## src/rtl/itch_rx_frame_sequencer.sv

```systemverilog
// Frame sequencer for 802.1Q/IPv4/UDP/MoldUDP64 receive frames.
// Counts beats, checks headers, raises layer strobes and gates ITCH payload.
module itch_rx_frame_sequencer #(
    parameter int unsigned CNT_W    = 16,
    parameter int unsigned MAX_WORD = 127
) (
    input  logic             clk,
    input  logic             rst,
    input  logic [63:0]      rx_data_net,
    input  logic             rx_sof_net,
    input  logic             rx_eof_net,
    input  logic [2:0]       rx_len_net,
    input  logic             rx_vld_net,
    input  logic [15:0]      cfg_udp_port,
    input  logic             cfg_port_chk_en,
    output logic [6:0]       word_cnt,
    output logic [63:0]      data_out,
    output logic             eth_en,
    output logic             ip_en,
    output logic             udp_en,
    output logic             mold_en,
    output logic             payload_vld,
    output logic             payload_sof,
    output logic             payload_eof,
    output logic [2:0]       payload_len,
    output logic [15:0]      msg_count,
    output logic             frame_ok,
    output logic             frame_drop,
    output logic [2:0]       drop_cause,
    output logic             end_of_session,
    output logic [CNT_W-1:0] ok_cnt,
    output logic [CNT_W-1:0] drop_cnt
);

    typedef enum logic [1:0] {S_IDLE, S_HDR, S_PAYLOAD, S_DROP} state_t;

    state_t     state_q;
    logic [6:0] word_cnt_q;
    logic [6:0] beat_idx_d;
    logic [2:0] hdr_cause_d;
    logic [3:0] strobe_d;
    logic [15:0] mc_d;

    assign word_cnt = word_cnt_q;

    always_comb begin
        beat_idx_d = '0;
        if (!rx_sof_net) begin
            beat_idx_d = (word_cnt_q == 7'(MAX_WORD)) ? word_cnt_q : word_cnt_q + 7'd1;
        end
        hdr_cause_d = '0;
        case (beat_idx_d)
            7'd1: if (rx_data_net[31:16] != 16'h8100) hdr_cause_d = 3'd1;
            7'd2: begin
                if (rx_data_net[63:48] != 16'h0800)     hdr_cause_d = 3'd2;
                else if (rx_data_net[47:40] != 8'h45)   hdr_cause_d = 3'd3;
            end
            7'd3: if (rx_data_net[39:32] != 8'h11) hdr_cause_d = 3'd4;
            7'd5: if (cfg_port_chk_en && rx_data_net[63:48] != cfg_udp_port) hdr_cause_d = 3'd5;
            default: hdr_cause_d = '0;
        endcase
        strobe_d[3] = (beat_idx_d <= 7'd2);
        strobe_d[2] = (beat_idx_d >= 7'd2) && (beat_idx_d <= 7'd4);
        strobe_d[1] = (beat_idx_d >= 7'd4) && (beat_idx_d <= 7'd5);
        strobe_d[0] = (beat_idx_d >= 7'd5) && (beat_idx_d <= 7'd8);
        // Word 8 carries the message count itself, so use it directly on that beat.
        mc_d = (beat_idx_d == 7'd8) ? rx_data_net[63:48] : msg_count;
    end

    always_ff @(posedge clk or negedge rst) begin
        if (!rst) begin
            state_q        <= S_IDLE;
            word_cnt_q     <= '0;
            data_out       <= '0;
            eth_en         <= 1'b0;
            ip_en          <= 1'b0;
            udp_en         <= 1'b0;
            mold_en        <= 1'b0;
            payload_vld    <= 1'b0;
            payload_sof    <= 1'b0;
            payload_eof    <= 1'b0;
            payload_len    <= '0;
            msg_count      <= '0;
            frame_ok       <= 1'b0;
            frame_drop     <= 1'b0;
            drop_cause     <= '0;
            end_of_session <= 1'b0;
            ok_cnt         <= '0;
            drop_cnt       <= '0;
        end else begin
            eth_en         <= 1'b0;
            ip_en          <= 1'b0;
            udp_en         <= 1'b0;
            mold_en        <= 1'b0;
            payload_vld    <= 1'b0;
            payload_sof    <= 1'b0;
            payload_eof    <= 1'b0;
            payload_len    <= '0;
            frame_ok       <= 1'b0;
            frame_drop     <= 1'b0;
            drop_cause     <= '0;
            end_of_session <= 1'b0;
            if (rx_vld_net) begin
                data_out <= rx_data_net;
                if (rx_sof_net) begin
                    word_cnt_q <= '0;
                    eth_en     <= 1'b1;
                    state_q    <= rx_eof_net ? S_IDLE : S_HDR;
                    if (state_q == S_HDR || state_q == S_PAYLOAD) begin
                        frame_drop <= 1'b1;
                        drop_cause <= 3'd7;
                        drop_cnt   <= drop_cnt + 1'b1;
                    end else if (rx_eof_net) begin
                        frame_drop <= 1'b1;
                        drop_cause <= 3'd6;
                        drop_cnt   <= drop_cnt + 1'b1;
                    end
                end else begin
                    case (state_q)
                        S_HDR: begin
                            word_cnt_q <= beat_idx_d;
                            {eth_en, ip_en, udp_en, mold_en} <= strobe_d;
                            if (hdr_cause_d != 3'd0) begin
                                frame_drop <= 1'b1;
                                drop_cause <= hdr_cause_d;
                                drop_cnt   <= drop_cnt + 1'b1;
                                state_q    <= rx_eof_net ? S_IDLE : S_DROP;
                            end else if (beat_idx_d == 7'd8) begin
                                msg_count   <= mc_d;
                                payload_vld <= (mc_d != 16'h0000);
                                payload_sof <= (mc_d != 16'h0000);
                                state_q     <= rx_eof_net ? S_IDLE : S_PAYLOAD;
                                if (rx_eof_net) begin
                                    payload_eof    <= (mc_d != 16'h0000);
                                    payload_len    <= (mc_d != 16'h0000) ? rx_len_net : 3'd0;
                                    frame_ok       <= 1'b1;
                                    ok_cnt         <= ok_cnt + 1'b1;
                                    end_of_session <= (mc_d == 16'hFFFF);
                                end
                            end else if (rx_eof_net) begin
                                frame_drop <= 1'b1;
                                drop_cause <= 3'd6;
                                drop_cnt   <= drop_cnt + 1'b1;
                                state_q    <= S_IDLE;
                            end
                        end
                        S_PAYLOAD: begin
                            word_cnt_q  <= beat_idx_d;
                            payload_vld <= (msg_count != 16'h0000);
                            if (rx_eof_net) begin
                                payload_eof    <= (msg_count != 16'h0000);
                                payload_len    <= (msg_count != 16'h0000) ? rx_len_net : 3'd0;
                                frame_ok       <= 1'b1;
                                ok_cnt         <= ok_cnt + 1'b1;
                                end_of_session <= (msg_count == 16'hFFFF);
                                state_q        <= S_IDLE;
                            end
                        end
                        S_DROP: begin
                            word_cnt_q <= beat_idx_d;
                            if (rx_eof_net) state_q <= S_IDLE;
                        end
                        default: state_q <= S_IDLE;
                    endcase
                end
            end
        end
    end

endmodule

```

## config.mk

```make
export PLATFORM = sky130hd
export DESIGN_NAME = itch_rx_frame_sequencer
export DESIGN_NICKNAME = d
export VERILOG_FILES = /design/src/rtl/itch_rx_frame_sequencer.sv
export SDC_FILE = /design/constraint.sdc
export NUM_CORES = 1
export LEC_CHECK = 0
export ABC_CLOCK_PERIOD_IN_PS = 3400
export CAP_MARGIN = 0
export CELL_PAD_IN_SITES_DETAIL_PLACEMENT = 0
export CELL_PAD_IN_SITES_GLOBAL_PLACEMENT = 1
export CORE_UTILIZATION = 35
export CTS_CLUSTER_SIZE = 10
export DETAILED_ROUTE_END_ITERATION = 6
export PLACE_DENSITY = 0.77
export SYNTH_ARGS = -nofsm -noshare
export SYNTH_HDL_FRONTEND = slang
export SYNTH_SLANG_ARGS = --single-unit
export TNS_END_PERCENT = 30
```

## constraint.sdc

```tcl
create_clock -name clk -period 3.4 [get_ports clk]
set_input_delay 0.68 -clock clk [delete_from_list [all_inputs] [get_ports clk]]
set_output_delay 0.68 -clock clk [all_outputs]
set_load 0.02 [all_outputs]
```

=== Word-level counts from Yosys, hierarchy flattened ===
Cells that the tools add are included.

* Register bits: 137
* Input port bits: 89
* Output and inout bits: 135
* Logic and storage cells: 157

* Add/subtract/negate cells: 3
* Order comparisons: 7
* Equality and inequality tests: 19
* Multiplexer cells: 91
* Bitwise gates (word level): 2
* Reductions and logical operators: 17

{| class="wikitable"
|+ Operators with widths
! cell !! number
|-
| $mux W16 || 10
|-
| $mux W3 || 17
|-
| $mux W1 || 44
|-
| $add A16 B1 Y16 const B || 2
|-
| $eq A16 B16 Y1 const B || 2
|-
| $pmux W16 S2 || 1
|-
| $reduce_bool A16 Y1 || 2
|-
| $mux W7 || 4
|-
| $mux W2 || 8
|-
| $ne A16 B12 Y1 const B || 1
|-
| $ne A16 B16 Y1 || 1
|-
| $ne A16 B16 Y1 const B || 1
|-
| $eq A7 B2 Y1 const B || 2
|-
| $ge A7 B3 Y1 const B || 2
|-
| $le A7 B3 Y1 const B || 2
|-
| $pmux W3 S4 || 1
|-
| $reduce_and A5 Y1 || 2
|-
| $ne A8 B5 Y1 const B || 1
|-
| $ne A8 B7 Y1 const B || 1
|-
| $pmux W1 S2 || 4
|-
| $add A7 B1 Y7 const B || 1
|-
| $eq A7 B1 Y1 const B || 1
|-
| $eq A7 B3 Y1 const B || 1
|-
| $eq A7 B4 Y1 const B || 1
|-
| 19 further kinds || 27
|}

=== Longest topological paths before layout ===
Gate-level depths: netlist (run 1).

* Depth after elaboration: 13
* Depth in mapped cells: 9
* Mapped depth without buffers: 8

=== Least setup slack after synthesis (run 1) ===
OpenSTA, ideal clock, no wires.

* Path type: in2reg
* From: input rx_data_net[48]
* To: register drop_cnt[12]
* Setup time: 0.132 ns
* Data arrival time: 2.464 ns
* Data required time: 3.268 ns
* Slack: 0.804 ns
* Stages: 7
* Path through: or4_1 > nor4b_4 > nand4_1 > a31o_1 > o311ai_4 > nor3_1 > xor2_1

* Longest elaborated chain between the ends: 8
* Elaborated cells on any way between the ends: 12
* Classes of those cells: eq/ne (3); mux (6); reduce/logical (3)

{| class="wikitable"
|+ RTL lines
! element !! line !! text
|-
| from (decl) || 9 || <nowiki>input logic [63:0] rx_data_net,</nowiki>
|-
| $ne A16 B16 Y1 || 59 || <nowiki>7'd5: if (cfg_port_chk_en && rx_data_net[63:48] != cfg_udp_port) hdr_cause_d = 3'd5;</nowiki>
|-
| $logic_and A1 B1 Y1 || 59 ||
|-
| $mux W3 || 59 ||
|-
| $pmux W3 S4 (*) || 52 || <nowiki>case (beat_idx_d)</nowiki>
|-
| $reduce_bool A3 Y1 (*) || 123 || <nowiki>if (hdr_cause_d != 3'd0) begin</nowiki>
|-
| $mux W16 || 123 ||
|-
| $mux W16 || 119 || <nowiki>case (state_q)</nowiki>
|-
| $mux W16 || 105 || <nowiki>if (rx_sof_net) begin</nowiki>
|-
| to (signal assigned) || 112 || <nowiki>drop_cnt <= drop_cnt + 1'b1;</nowiki>
|-
| to (signal assigned) || 116 || <nowiki>drop_cnt <= drop_cnt + 1'b1;</nowiki>
|-
| to (signal assigned) || 126 || <nowiki>drop_cnt <= drop_cnt + 1'b1;</nowiki>
|-
| to (decl) || 32 || <nowiki>output logic [CNT_W-1:0] drop_cnt</nowiki>
|}

Every way passes the cells marked *; elsewhere a longest branch is shown, timed or not. The select of a mux whose other input is x is not followed.
A chain may end at the register's enable or synchronous reset.

=== Final worst setup path (run 1) ===
* From: input rx_data_net[17]
* To: register drop_cnt[12]

* Longest elaborated chain between the ends: 7
* Elaborated cells on any way between the ends: 9
* Classes of those cells: eq/ne (2); mux (5); reduce/logical (2)

{| class="wikitable"
|+ RTL lines
! element !! line !! text
|-
| $ne A16 B16 Y1 (*) || 53 || <nowiki>7'd1: if (rx_data_net[31:16] != 16'h8100) hdr_cause_d = 3'd1;</nowiki>
|-
| $mux W1 (*) || 53 ||
|-
| $pmux W3 S4 (*) || 52 ||
|-
| $reduce_bool A3 Y1 (*) || 123 ||
|-
| $mux W16 || 123 ||
|-
| $mux W16 || 119 ||
|-
| $mux W16 || 105 ||
|}

Marks and branches as above.

==> results.toml, run 1 <==
[power]
powerDensity_nw_per_um2 = 493
internal-power_mw = 3.37
pwr-share-seq_pct = 38.6
swShare_pct = 30.6
p_switching_mw = 1.49
combPwrFrac_pct = 23.8
finalPower_mw = 4.86
ir_worst_vdd_v = 0.000336
total_leakage_power_nw = 4.09
pwr-share-clk_pct = 37.6

[drt]
viasPerCell = 5.25
drcViolationCount = 0
initialDrtViolationCount = 327
avgRoutedWirePerCell_um = 18.0
dr.pass1.iters = 6
drtAntennaViolNets = 0
vias = 5587
wirelength_mm = 19.2

[global_route]
grt_util_met1_pct = 25.7
grt_use_total_pct = 20.6
gr-usage-met2_pct = 33.6
grt_overflow_total = 0
busiest_layer = "met2"
grt_pass1_vias = 5950
antenna_found_initial = 0
grt_pass1_wl_mm = 31.5
grt_max_degree = 77
grtUsageMet3_pct = 6.30

[die]
initial_utilization_pct = 35.6
die_y_um = 140
core_area_um2 = 18600
io-pin-count = 224
die_area_um2 = 19500
rows = 50
die_w_um = 140

[worst_setup_path]
rrSetupSlack_ns = 0.59
worstPathArrival_ns = 3.21
start_kind = "primary input"
crit_path_end = "drop_cnt[12]"
critical_path_required_ns = 3.69
crit_fanout = 6
reg2reg_depth = 8
crit_path_end_kind = "flip-flop"
critPathKind = "primary input to flip-flop"
r2r_start = "word_cnt[0]"
r2r-end = "ok_cnt[12]"
critPathLaunch = "rx_data_net[17]"

[synth]
yosys.area_share.xor_xnor_pct = 5.41
ys.flop_type = "dfrtp_1"
ys_ff_latch = 137
syn-num-nets = 666
synthAdderAreaFrac_pct = 1.51
avgSynthCellArea_um2 = 11.7
synth-simple-area-share_pct = 14.3
ys_types = 69
async_flop_share_pct = 100
synthCells = 569
synth_compound_area_share_pct = 10.3
synth_edf_count = 0
synth_top_family_by_area = "simple AND/OR/NAND/NOR gates"
synthesis.area_um2 = 6640
ys_warn_count = 0
synthMuxAreaShare_pct = 14.1
seq_area_frac_synth_pct = 51.6

[hold_path]
hold_path_class = "primary input to asynchronous set/reset pin"

[sta]
maxSlewViolCount = 0
finalHoldViolCount = 0
finalSetupViolations = 0
relSlewSlack_pct = 33.8
fin_skew_ns = 0.00830
grt_setup_unrepaired = "no"
period_share_pct = 86.1
fmax_mhz = 342
fin_setup_tns_ns = 0
tightest_slew_ns = 0.994
fin_crit_ns = 2.93

[layout]
regArea_um2 = 3430
final_nets = 914
fill_cells = 1617
multi_input_area_um2 = 3030
syn2layout_area_growth_pct = 48.6
drive_gt1_share_pct = 18.3
diodes = 0

[clock_network]
cts_resized = 0
cts_tree = "built"
cts_setup_buffers = 0
cts_sinks = 137
path_clk_slew_ns = 0.06
cts_root_buf = "clkbuf_16"
clk_path_buf_depth = 2
clkLatencyLatePin_ns = 0.42
hold_buffers = 0
htree_levels = 4
numCtsBuffers = 17

[status]
status = "finished, final reports clean"

[placed_design]
hpwl_mm = 14.5
gp_routability_congestion = 0.834
portBuffers = 223

[run]
cap_violations = 0
-- kinds of logic (layout without fill, tap and decap cells) --
group	after synthesis	in the layout
AND/OR/NAND/NOR	166	166
flip-flops	137	137
AO/OA/AOI/OAI	88	88
multiplexers	83	83
buffers and inverters	46	307
XOR/XNOR	41	41
adder cells (fa/ha/maj)	8	8
-- synthesized netlist by cell type (9+ instances only) --
cell / number / area (um^2)
dfrtp_1: 137 / 3430
mux2_2: 74 / 833
nand2_1: 35 / 131
xnor2_1: 33 / 289
nor2_1: 27 / 101
inv_1: 22 / 82.6
nand4_1: 21 / 131
a21oi_1: 13 / 65.1
nor3_1: 13 / 65.1
nand3_1: 12 / 60.1
nor4_1: 12 / 75.1
clkbuf_1: 11 / 41.3
mux2_1: 9 / 101
-- power groups by stage --
stage | clock network [mW] | logic [mW] | registers, mW
2_1_floorplan | 0 | 0.436 | 2.05
3_3_place_gp | 0 | 1.14 | 1.90
5_1_grt | 1.95 | 1.24 | 1.90
4_1_cts | 1.87 | 1.16 | 1.88
3_5_place_dp | 0 | 1.16 | 1.91
6_report | 1.83 | 1.16 | 1.88
-- layer usage --
layer,vias to the layer above,routed length [um]
met3,26,1180
met1,2781,8320
li1,2606,-
met4,0,370
met2,174,9330
met5,-,0
-- worst max-delay path, stage by stage --
cell and delay [ns]:
clkdlybuf4s50_1 0.43, nor4_1 0.41, buf_4 0.18, a41oi_1 0.17, o21a_1 0.20, o32a_2 0.44
o311ai_4 0.41, nor3_1 0.13, xor2_1 0.16
-- layout by cell type (no fill, tap or decap), types with 4 or more instances in the layout --
cell | Yosys | final
ha_1 | 8 | 8
buf_4 | 2 | 30
mux2_2 | 74 | 74
inv_1 | 22 | 22
and3_1 | 4 | 4
o21a_1 | 8 | 8
clkbuf_16 | 0 | 17
xor2_1 | 8 | 8
a21oi_1 | 13 | 13
nand2_1 | 35 | 35
o211ai_1 | 6 | 6
nand4_1 | 21 | 21
a31oi_1 | 5 | 5
clkdlybuf4s50_1 | 0 | 221
nor2_1 | 27 | 27
mux2_1 | 9 | 9
nand2b_1 | 4 | 4
nor3_1 | 13 | 13
and2_1 | 8 | 8
o2bb2ai_1 | 5 | 5
xnor2_1 | 33 | 33
o21ai_0 | 8 | 8
nand3_1 | 12 | 12
dfrtp_1 | 137 | 137
inv_8 | 0 | 5
and4_1 | 5 | 5
nor4_1 | 12 | 12
a22oi_1 | 5 | 5
-- flip-flops by register name, summed over array words and instances (netlist names), 2 cells and up --
| register | cells |
|---|---|
| data_out | 64 |
| drop_cause | 3 |
| drop_cnt | 16 |
| msg_count | 16 |
| ok_cnt | 16 |
| payload_len | 3 |
| state_q | 2 |
| word_cnt | 7 |
-- area by class of cell --
cell class / count / area share, %
Multi-Input combinational cell: 386 / 30.7
Sequential cell: 137 / 34.7
Tap cell: 234 / 2.97
Timing Repair Buffer: 252 / 24.8
Inverter: 23 / 0.875
Clock inverter: 15 / 1.61
Clock buffer: 17 / 4.31
-- per-stage QoR --
step                      area (um^2)  util (%)  setup WS, ns  hold slack, ns  std cells
after global routing             9870      52.9         0.294           0.345       1064
after detailed placement         9280      49.8        0.0135           0.473       1032
after CTS                        9870      52.9         0.436           0.313       1064
final                            9870      52.9         0.474           0.276       1064
after floorplan                  6640         -         0.804           0.384        569
after global placement           9280      49.8        0.0742           0.464       1032
-- worst min path at each step --
| stage | startpoint | endpoint | slack (ns) |
|---|---|---|---|
| floorplan | rst | data_out[0] | 0.38 |
| global placement | ok_cnt[15] | ok_cnt[15] | 0.46 |
| detailed placement | ok_cnt[15] | ok_cnt[15] | 0.47 |
| CTS | rst | drop_cause[0] | 0.31 |
| global route | rst | drop_cnt[11] | 0.35 |
| finish | rst | word_cnt[6] | 0.28 |
(Power assumes the default switching activity.)
==> inputs of run 2 (changes only) <==
Settings changed: HOLD_SLACK_MARGIN from default to 0.12.
==> results of run 2 <==
No change in the layout: final DEF, timing and power equal those of run 1.
